[src/rtl/seg_scan_decoder.sv]
// Receive-side decoder for a multiplexed, active-low 4-digit seven-segment bus.
// Each scan slot is captured once it has been stable for SETTLE_CYCLES clocks.
module seg_scan_decoder #(
    parameter int unsigned SETTLE_CYCLES = 16
) (
    input  logic        mclk,
    input  logic        reset,
    input  logic [6:0]  seg,
    input  logic [3:0]  an,
    output logic [15:0] digits,
    output logic [3:0]  digit_valid,
    output logic        frame_done,
    output logic        glyph_err,
    output logic        scan_err
);

    localparam logic [7:0] SETTLE_FULL = 8'(SETTLE_CYCLES);
    localparam logic [7:0] SETTLE_PREV = 8'(SETTLE_CYCLES - 1);

    logic [10:0] in_q, in_d;
    logic [7:0]  cnt_q, cnt_d;
    logic [15:0] digits_q, digits_d;
    logic [3:0]  valid_q, valid_d;
    logic [3:0]  seen_q, seen_d;
    logic        frame_done_q, frame_done_d;
    logic        glyph_err_q, glyph_err_d;
    logic        scan_err_q, scan_err_d;

    logic [10:0] live;
    logic        stable;
    logic        capture;
    logic [3:0]  an_low;
    logic        one_low;
    logic [1:0]  slot;
    logic [3:0]  slot_mask;
    logic [3:0]  seen_set;
    logic        is_hex;
    logic        is_blank;
    logic [3:0]  code;

    // {hit, nibble}; hit is clear for blank and for any non-hex pattern
    function automatic logic [4:0] glyph_decode(input logic [6:0] s);
        logic [4:0] r;
        r = '0;
        case (s)
            7'b1000000: r = {1'b1, 4'h0};
            7'b1111001: r = {1'b1, 4'h1};
            7'b0100100: r = {1'b1, 4'h2};
            7'b0110000: r = {1'b1, 4'h3};
            7'b0011001: r = {1'b1, 4'h4};
            7'b0010010: r = {1'b1, 4'h5};
            7'b0000010: r = {1'b1, 4'h6};
            7'b1111000: r = {1'b1, 4'h7};
            7'b0000000: r = {1'b1, 4'h8};
            7'b0010000: r = {1'b1, 4'h9};
            7'b0001000: r = {1'b1, 4'hA};
            7'b0000011: r = {1'b1, 4'hB};
            7'b1000110: r = {1'b1, 4'hC};
            7'b0100001: r = {1'b1, 4'hD};
            7'b0000110: r = {1'b1, 4'hE};
            7'b0001110: r = {1'b1, 4'hF};
            default:    r = '0;
        endcase
        return r;
    endfunction

    always_comb begin
        live   = {an, seg};
        stable = (live == in_q);
        in_d   = live;

        if (!stable) begin
            cnt_d = '0;
        end else if (cnt_q == SETTLE_FULL) begin
            cnt_d = cnt_q;
        end else begin
            cnt_d = cnt_q + 8'd1;
        end

        // Saturation at SETTLE_FULL guarantees one capture per stable window
        capture = stable && (cnt_q == SETTLE_PREV);

        an_low  = ~an;
        one_low = (an_low != '0) && ((an_low & (an_low - 4'd1)) == '0);
        slot    = '0;
        for (int unsigned i = 0; i < 4; i++) begin
            if (an_low[i]) begin
                slot = 2'(i);
            end
        end
        slot_mask = 4'b0001 << slot;
        seen_set  = seen_q | slot_mask;

        {is_hex, code} = glyph_decode(seg);
        is_blank       = (seg == '1);

        digits_d     = digits_q;
        valid_d      = valid_q;
        seen_d       = seen_q;
        frame_done_d = 1'b0;
        glyph_err_d  = 1'b0;
        scan_err_d   = 1'b0;

        if (capture && one_low) begin
            if (is_hex) begin
                digits_d[{slot, 2'b00} +: 4] = code;
                valid_d[slot]                = 1'b1;
            end else if (is_blank) begin
                digits_d[{slot, 2'b00} +: 4] = '0;
                valid_d[slot]                = 1'b0;
            end else begin
                valid_d[slot] = 1'b0;
                glyph_err_d   = 1'b1;
            end
            if (seen_set == 4'b1111) begin
                frame_done_d = 1'b1;
                seen_d       = '0;
            end else begin
                seen_d = seen_set;
            end
        end else if (capture && (an_low != '0)) begin
            scan_err_d = 1'b1;
        end
    end

    always_ff @(posedge mclk or posedge reset) begin
        if (reset) begin
            in_q         <= '1;
            cnt_q        <= '0;
            digits_q     <= '0;
            valid_q      <= '0;
            seen_q       <= '0;
            frame_done_q <= 1'b0;
            glyph_err_q  <= 1'b0;
            scan_err_q   <= 1'b0;
        end else begin
            in_q         <= in_d;
            cnt_q        <= cnt_d;
            digits_q     <= digits_d;
            valid_q      <= valid_d;
            seen_q       <= seen_d;
            frame_done_q <= frame_done_d;
            glyph_err_q  <= glyph_err_d;
            scan_err_q   <= scan_err_d;
        end
    end

    assign digits      = digits_q;
    assign digit_valid = valid_q;
    assign frame_done  = frame_done_q;
    assign glyph_err   = glyph_err_q;
    assign scan_err    = scan_err_q;

endmodule

[config.mk]
export PLATFORM = sky130hd
export DESIGN_NAME = seg_scan_decoder
export DESIGN_NICKNAME = d
export VERILOG_FILES = /design/src/rtl/seg_scan_decoder.sv
export SDC_FILE = /design/constraint.sdc
export NUM_CORES = 1
export LEC_CHECK = 0
export CAP_MARGIN = 5
export CORE_MARGIN = 5
export CORE_UTILIZATION = 50
export DETAILED_ROUTE_END_ITERATION = 8
export PLACE_DENSITY = 0.83
export SLEW_MARGIN = 20
export SYNTH_ARGS = -nofsm -noshare
export SYNTH_HDL_FRONTEND = slang
export SYNTH_SLANG_ARGS = --single-unit
[constraint.sdc]
create_clock -name mclk -period 1.9 [get_ports mclk]
set_input_delay 0.19 -clock mclk [delete_from_list [all_inputs] [get_ports mclk]]
set_output_delay 0.19 -clock mclk [all_outputs]
set_load 0.01 [all_outputs]
==> impl_metrics.tcl, run 1 <==
set metrics [dict create \
    status "complete, but fails checks" \
    violations "setup timing" \
    syn_area_um2 2670 \
    p_int_mw 1.39 \
    seq_area_frac_synth_pct 43.7 \
    fmax_mhz 499 \
    ir_drop_mv 0.446 \
    ys_ff_latch 46 \
    grt_pass1_vias 2621 \
    port_buffers 35 \
    hold_violations 0 \
    cp.required_ns 2.11 \
    path_max_fanout 5 \
    final-max-slew-violation-count 0 \
    numCtsBuffers 5 \
    clockBufferDepth 2 \
    finalSetupViolations 12 \
    synth-main-ff-cell "dfrtp_1" \
    wire_per_inst_um 19.2 \
    fin_ws_ns -0.104 \
    synth_top_area_share_pct 32.8 \
    cts_tree "done" \
    clk_pin_slew_ns 0.08 \
    insertedDiodeCount 0 \
    die_area_um2 6890 \
    synthTopCellsByArea "dfrtp_1 33%, dfstp_2 11%, xor2_1 4.3%" \
    drc 0 \
    synth_fp_nets 279 \
    rrSetupSlack_ns -0.10 \
    worst_pin_slew_ns 0.843 \
    avgSynthCellArea_um2 10.1 \
    powerDensity_nw_per_um2 482 \
    combPwrFrac_pct 15.6 \
    antenna_found_initial 0 \
    synth_cell_type_count 60 \
    layout-drive-gt1-share_pct 39.6 \
    cts_sinks 46 \
    dr.pass1.iters 5 \
    drt_iter0_markers 272 \
    most-common-layout-cells "62 x buf_4, 35 x dfrtp_1, 28 x clkdlybuf4s50_1" \
    layout_commonest_cell "buf_4" \
    grt_max_degree 25 \
    worstSetupPathType "flop to flop" \
    synthCells 264 \
    grt_first_pass_wirelength_um 12800 \
    core_area_um2 5140 \
    hold_class "input pin to flop" \
    max-slew-margin-rel_pct 43.5 \
    max_cap_violations 0 \
    nets 378 \
    swShare_pct 26.4 \
    area_growth_syn_to_layout_pct 46.9 \
    clk_latency_ns 0.30 \
    fin_crit_sh_pct 105 \
    place_area_um2 3540 \
    grt_usage_pct 22.5 \
    cp.arrival_ns 2.22 \
    p_clk_share_pct 31.0 \
    cts_htree_levels 2 \
    rows 26 \
    antenna_left 0 \
    start_util_pct 51.9 \
    power.leakage_nw 1.69 \
    synth-edff-count 0 \
    die_h_um 83.0 \
    p_switching_uw 498 \
    yosysTopAreaCell "dfrtp_1" \
    vias_per_cell 6.01 \
    routed_wl_um 8350 \
    dp_hpwl_um 5330 \
    pin_count 36 \
    rsz0062_at_grt "yes" \
    globalplace.congestion 0.899 \
    skew_ns 0.0124 \
    crit_path_end_kind "flop" \
    grt_overflow 0 \
    vias 2609 \
    crit_path_start_kind "flop" \
    cts.hold.buffers_added 0 \
    yosys_warnings 0 \
    root_buffer "clkbuf_8" \
    postLayoutCellArea_um2 3920 \
    p_total_mw 1.89 \
    p_seq_share_pct 53.3 \
    die_w_um 83.0 \
    async_reset_ff_share_pct 100 \
    period_needed_ns 2.00 \
]
## through the flow
stage / utilization (%) / setup slack, ns / TNS, ns / std cells / hold WS (ns)
3_5_place_dp: 68.9 / -0.496 / -11.73 / 419 / 0.501
5_1_grt: 76.2 / -0.147 / -2.07 / 434 / 0.189
2_1_floorplan: - / -0.113 / -0.589 / 264 / 0.194
4_1_cts: 72.6 / -0.0838 / -0.329 / 431 / 0.192
3_3_place_gp: 68.9 / -0.419 / -9.69 / 419 / 0.484
6_report: 76.2 / -0.104 / -0.613 / 434 / 0.190
## sequential cells by signal, summed over array words and instances, names as in the netlist, named ones only
name / flops
digits: 16
seen_q: 4
scan_err: 1
cnt_q: 8
in_q: 11
glyph_err: 1
frame_done: 1
## cells by family (layout without fill, tap and decap cells)
group / Yosys count / after routing / synth area share, %
compound gates: 45 / 45 / 12.7
xor+xnor: 17 / 17 / 5.87
fa+ha+maj: 3 / 3 / 1.31
buf+inv: 28 / 128 / 4.97
flops: 46 / 46 / 43.7
mux: 9 / 9 / 3.61
simple gates: 116 / 116 / 27.8
## synthesized netlist by cell type (2+ instances only)
library cell,count
or3b_2,2
nand4b_1,9
a21oi_1,4
buf_6,2
xor2_1,13
xnor2_1,3
and4bb_2,2
or2_2,2
inv_1,12
and2_1,2
nor4_1,3
o32a_1,3
a211oi_1,2
clkbuf_1,6
and4_2,4
or4_1,2
nor3b_1,2
mux2i_1,4
mux2_2,5
a21boi_0,5
buf_2,7
nor3_1,9
o21ai_0,5
nor2_1,19
nand3_1,11
or3_1,2
dfrtp_1,35
o21a_1,4
o32ai_1,2
dfstp_2,11
nor4b_1,2
nand2_1,20
o211ai_1,9
ha_1,2
nand4_1,10
nor4_4,2
nand2b_1,2
a31oi_1,2
and3_1,2
## what timing repair did
item | CTS | global route
buffers inserted | 4 | 3
hold endpoints to repair | 0 | 0
gates resized for setup | 31 | 35
pin swaps | 7 | 28
setup endpoints to repair | 29 | 28
## power groups by stage
| stage | logic [mW] | registers [mW] | clock network, mW |
|---|---|---|---|
| 2_1_floorplan | 0.143 | 1.02 | 0 |
| 3_3_place_gp | 0.250 | 1.02 | 0 |
| 3_5_place_dp | 0.260 | 1.02 | 0 |
| 4_1_cts | 0.267 | 1.01 | 0.585 |
| 5_1_grt | 0.315 | 1.01 | 0.636 |
| 6_report | 0.295 | 1.01 | 0.586 |
## final cells by class
cell class / count / area [um^2]
clock inverters: 2 / 13.8
clock buffers: 6 / 72.6
repair buffers: 108 / 940
flip-flops and latches: 46 / 1160
fillers: 342 / 1220
multi-input cells: 190 / 1590
inverters: 12 / 45.0
well taps: 70 / 87.6
## critical path: stages (launching register included)
cell and delay (ns):
dfstp_2 0.54, xor2_2 0.07, nor4_4 0.36, buf_4 0.19, buf_6 0.12, and4_4 0.24
o32a_1 0.19, a21boi_2 0.22
## path summary, 6_finish.rpt
check,depth (start not counted),from,to
max in group asynchronous,3,reset,digits[2]
min in group asynchronous,2,reset,seen_q[3]
min reg2reg,1,flop,flop
max,7,in_q[3],digits[10]
max reg2reg,7,in_q[3],digits[10]
min,1,seg[6],in_q[6]
## metal layers
layer | track usage (%) | wire (um) | vias up
li1 | - | - | 1177
met1 | 26.4 | 3160 | 1256
met2 | 39.9 | 4110 | 127
met3 | 4.36 | 576 | 49
met4 | 9.66 | 503 | 0
met5 | 0 | 0 | -
(Power assumes the default switching activity.)
==> run 2, diff against run 1 <==
- CORE_MARGIN: 5 -> 2
==> run 2 against run 1 <==
Critical endpoint is now seen_q[2]. Non-clock buffer count increased by 2. Largest cell class unchanged. The run still ends with setup timing left. Final area decreased by 1.1%. Clock skew decreased by 0.0028 ns.
==> impl_metrics.tcl, run 2 (synthesized netlist as in run 1, its figures left out) <==
set metrics [dict create \
    status "complete, but fails checks" \
    violations "setup timing" \
    crit_path_start_kind "flop" \
    root_buffer "clkbuf_8" \
    clk_latency_ns 0.31 \
    die_h_um 77.0 \
    r2r_start "in_q[8]" \
    ir_drop_mv 0.372 \
    vias 2655 \
    die_w_um 77.0 \
    antenna_found_initial 0 \
    insertedDiodeCount 0 \
    fmax_mhz 499 \
    skew_ns 0.00964 \
    rrSetupSlack_ns -0.10 \
    worst_pin_slew_ns 0.633 \
    cp.arrival_ns 2.21 \
    path_max_fanout 5 \
    crit_chain "xor2_2 > nor4_4 > nand4_4 > or4_4 > o21a_1" \
    rsz0062_at_grt "yes" \
    dp_hpwl_um 4960 \
    grt_pass1_vias 2574 \
    cts_tree "done" \
    hold_class "input pin to async pin" \
    cp.required_ns 2.10 \
    rows 26 \
    rr_worst_depth 5 \
    period_needed_ns 2.00 \
    nets 380 \
    routed_wl_um 7990 \
    dp_slack_ns -0.511 \
    crit_path_end_kind "flop" \
    finalSetupViolations 18 \
    fill_cells 341 \
    layout_commonest_cell "buf_4" \
    layout-drive-gt1-share_pct 38.3 \
    port_buffers 35 \
    grt_max_degree 47 \
    p_total_mw 1.92 \
    drc 0 \
    dr.pass1.iters 5 \
    crit_family "simple AND/OR/NAND/NOR gates" \
    clockBufferDepth 2 \
    power.leakage_nw 1.69 \
    most-common-layout-cells "67 x buf_4, 35 x dfrtp_1, 28 x clkdlybuf4s50_1" \
    slowest_delay_ns 0.57 \
    area_growth_syn_to_layout_pct 45.3 \
    numCtsBuffers 5 \
    cts_htree_levels 2 \
    cts_sinks 46 \
    largest_reg_flops 16 \
    grt_overflow 0 \
    r2r-end "seen_q[2]" \
    grt_first_pass_wirelength_um 12000 \
    max-slew-margin-rel_pct 56.7 \
    worstSetupPathType "flop to flop" \
    fin_crit_sh_pct 105 \
    hold_violations 0 \
    antenna_left 0 \
    wire_per_inst_um 18.3 \
    drt_iter0_markers 312 \
    cts.hold.buffers_added 0 \
    vias_per_cell 6.09 \
    die_area_um2 5930 \
    cpMaxStageDelayCell "dfstp_2" \
    crit_buf_inv 0 \
    pin_count 36 \
    max_cap_violations 0 \
    clk_pin_slew_ns 0.09 \
    fin_ws_ns -0.104 \
    grt_usage_pct 25.4 \
    start_util_pct 51.9 \
    core_area_um2 5140 \
    powerDensity_nw_per_um2 495 \
    final-max-slew-violation-count 0 \
    globalplace.congestion 0.857 \
]
run 2: power breakdown:
part | switching (mW) | internal (mW)
Combinational | 0.168 | 0.135
Sequential | 0.00740 | 1.00
Clock | 0.346 | 0.261
run 2: timing repair:
action / in CTS / in global routing
buffers inserted: 11 / 3
setup endpoints to repair: 29 / 26
gates resized for setup: 24 / 30
pin swaps: 8 / 21
run 2: worst max-delay path by stage:
stage,start,to,slack (ns),depth (start not counted)
finish,in_q[8],seen_q[2],-0.10,5
detailed placement,seg[4],digits[2],-0.51,6
global route,cnt_q[0],seen_q[3],-0.15,7
CTS,in_q[4],seen_q[2],-0.06,5
global placement,seg[4],digits[10],-0.45,6
floorplan,in_q[10],seen_q[0],-0.11,5
run 2: per-stage QoR:
step | hold slack [ns] | cells | utilization (%) | TNS (ns) | cell area (um^2)
floorplan | 0.194 | 264 | - | -0.589 | 2680
global placement | 0.486 | 414 | 68.2 | -9.20 | 3500
detailed placement | 0.485 | 414 | 68.2 | -11.50 | 3500
CTS | 0.225 | 433 | 72.5 | -0.398 | 3730
global route | 0.244 | 436 | 75.4 | -2.35 | 3870
finish | 0.219 | 436 | 75.4 | -1.09 | 3870
run 2: final cells by class:
cell class / instances / area, um^2 / area share (%)
clock buffer: 7 / 76.3 / 1.97
clock inverter: 1 / 7.51 / 0.194
inverter: 12 / 45.0 / 1.16
multi-input combinational: 190 / 1550 / 40.0
sequential: 46 / 1160 / 30.1
tap: 70 / 87.6 / 2.26
timing repair buffer: 110 / 943 / 24.4
run 2: worst register-to-register path: stages (launching register included):
cell     delay [ns]
dfstp_2        0.57
xor2_2         0.09
nor4_4         0.37
nand4_4        0.19
or4_4          0.56
o21a_1         0.13
run 2: per-layer routing:
layer | global-route usage (%) | wire length [um] | vias to the layer above
met5 | 0 | 0 | -
met4 | 10.0 | 422 | 0
met3 | 4.24 | 398 | 46
met2 | 44.4 | 3930 | 140
met1 | 31.3 | 3240 | 1287
li1 | - | - | 1182
==> run 3, diff against run 2 <==
- ABC_AREA: unset -> 1
- CORE_UTILIZATION: 50 -> 48
- PLACE_DENSITY: 0.83 -> 0.8
==> run 3 against run 2 <==
The run now ends clean. Register-to-register slack improved by 0.16 ns. Setup slack improved by 0.16 ns. Count of clock-buffer cells in the layout is 1 lower. Critical path type unchanged. Largest cell class is now sequential cells. Largest power group unchanged. Highest routed layer unchanged.
==> impl_metrics.tcl, run 3 <==
set metrics [dict create \
    cts_tree "done" \
    p_total_mw 1.83 \
    synth_top_area_share_pct 37.5 \
    synth_cell_type_count 28 \
    seq_area_um2 1160 \
    die_w_um 73.7 \
    clk_latency_ns 0.31 \
    layout-drive-gt1-share_pct 24.8 \
    ys_ff_latch 46 \
    stdcell_count 433 \
    grt_pass1_vias 2256 \
    path_max_fanout 8 \
    postLayoutCellArea_um2 3230 \
    place_area_um2 3050 \
    drc 0 \
    cts_sinks 46 \
    vias_per_cell 5.11 \
    fmax_mhz 542 \
    cp.required_ns 2.14 \
    hold_class "input pin to async pin" \
    yosys_warnings 0 \
    synth_commonest_cells "89 x nand2_1, 47 x nor2_1, 35 x dfrtp_1" \
    clk_pin_slew_ns 0.09 \
    hold_violations 0 \
    die_h_um 73.7 \
    vias 2211 \
    synthCells 294 \
    synthTopCellsByArea "dfrtp_1 38%, nand2_1 14%, dfstp_2 12%" \
    avgSynthCellArea_um2 7.94 \
    root_buffer "clkbuf_8" \
    crit_path_end_kind "flop" \
    port_buffers 35 \
    cts_htree_levels 2 \
    wire_per_inst_um 13.3 \
    numCtsBuffers 5 \
    finalSetupViolations 0 \
    antenna_left 0 \
    rows 25 \
    ir_drop_mv 0.454 \
    yosysMostFrequentCell "nand2_1" \
    r2r_start "cnt_q[1]" \
    seq_area_frac_synth_pct 49.9 \
    dp_hpwl_um 4110 \
    synth_fp_nets 309 \
    clockBufferDepth 2 \
    cts.hold.buffers_added 0 \
    grt_usage_pct 22.9 \
    insertedDiodeCount 0 \
    async_reset_ff_share_pct 100 \
    start_util_pct 49.7 \
    area_growth_syn_to_layout_pct 38.3 \
    worst_pin_slew_ns 0.304 \
    yosysTopAreaCell "dfrtp_1" \
    most-common-layout-cells "85 x nand2_1, 42 x nor2_1, 39 x buf_4" \
    routed_wl_um 5760 \
    drt_iter0_markers 106 \
    syn_area_um2 2330 \
    crit_path_start_kind "flop" \
    nets 393 \
    period_needed_ns 1.85 \
    final-max-slew-violation-count 0 \
    grt_first_pass_wirelength_um 9560 \
    skew_ns 0.00883 \
    max-slew-margin-rel_pct 79.7 \
    dp.cells 420 \
    dr.pass1.iters 4 \
    multiInputGateArea_um2 1080 \
    grt_max_degree 47 \
    powerDensity_nw_per_um2 566 \
    grt_overflow 0 \
    rr_worst_depth 10 \
    power.leakage_nw 1.61 \
    synth-main-ff-cell "dfrtp_1" \
    die_area_um2 5440 \
    globalplace.congestion 0.845 \
    rsz0062_at_grt "yes" \
    fill_cells 387 \
    core_area_um2 4690 \
    cp.arrival_ns 2.09 \
    status "finished clean" \
    antenna_found_initial 0 \
    rrSetupSlack_ns 0.05 \
    synth-edff-count 0 \
    worstSetupPathType "flop to flop" \
    fin_crit_sh_pct 97.2 \
    pin_count 36 \
    layout_commonest_cell "nand2_1" \
    largest_reg_flops 16 \
    max_cap_violations 0 \
]
[run 3: cell count changes in the layout (fill, tap and decap cells not counted), moves of 9 or more]
| cell | previous run | this run |
|---|---|---|
| nand3_1 | 9 | 24 |
| nand4b_1 | 9 | 0 |
| buf_4 | 67 | 39 |
| inv_1 | 10 | 26 |
| nand2_1 | 19 | 85 |
| nor2_1 | 17 | 42 |
| o211ai_1 | 9 | 0 |
| xor2_1 | 10 | 1 |
[run 3: logic make-up after synthesis]
group           after synthesis  synth area share [%]
flops                        46                  49.9
simple gates                185                  35.7
fa+ha+maj                     2                  1.07
xor+xnor                      6                  2.25
buf+inv                      33                  5.47
compound gates               22                  5.63
[run 3: metal layers]
| metal | vias up | wire length, um | track usage (%) |
|---|---|---|---|
| met5 | - | 0 | 0 |
| met4 | 0 | 122 | 9.49 |
| met3 | 12 | 216 | 5.35 |
| met2 | 51 | 2960 | 40.9 |
| met1 | 1054 | 2460 | 26.1 |
| li1 | 1094 | - | - |
[run 3: critical path, stage by stage (launching register included)]
cell	delay [ns]
dfrtp_1	0.38
ha_1	0.17
nand2_1	0.09
nor2_4	0.11
nand3_2	0.11
nor2_4	0.16
nand4_4	0.24
nor2_4	0.27
buf_4	0.14
nand2_1	0.04
nand2_1	0.08
[run 3: final cells by class]
type                    count  share of cell area (%)
clock buffers               6                    2.25
clock inverters             2                   0.426
inverters                  32                    3.72
multi-input cells         215                    33.6
flip-flops and latches     46                    36.1
well taps                  54                    2.09
repair buffers             78                    21.9
[run 3: where the power goes]
part	internal (mW)	total [mW]	leakage [nW]	switching, mW
Combinational	0.0955	0.216	0.962	0.120
Clock	0.260	0.606	0.0452	0.345
Sequential	1.00	1.01	0.600	0.00636
Total	1.36	1.83	1.61	0.472
[run 3: worst max path at each step]
stage	startpoint	endpoint	slack, ns	depth (start not counted)
2_1_floorplan	cnt_q[1]	digits[10]	0.20	10
3_3_place_gp	an[1]	digits[10]	-0.17	12
3_5_place_dp	an[1]	digits[10]	-0.22	12
4_1_cts	cnt_q[1]	digits[11]	0.03	10
5_1_grt	in_q[9]	digits[11]	-0.09	11
6_report	cnt_q[1]	flop	0.05	10
[run 3: timing repair]
| action | CTS | global route |
|---|---|---|
| gates resized for setup | 1 | 16 |
| endpoints found under the hold margin | 0 | 0 |
| setup buffers | 0 | 5 |
| pin swaps | 0 | 8 |
| setup endpoints to repair | 18 | 24 |
[run 3: through the flow]
step	hold WS (ns)	setup WS (ns)	TNS (ns)	util, %
2_1_floorplan	0.194	0.200	0	-
3_3_place_gp	0.458	-0.172	-3.42	65.1
3_5_place_dp	0.462	-0.221	-4.53	65.1
4_1_cts	0.228	0.0340	0	67.0
5_1_grt	0.234	-0.0903	-1.05	68.8
6_report	0.212	0.0537	0	68.8
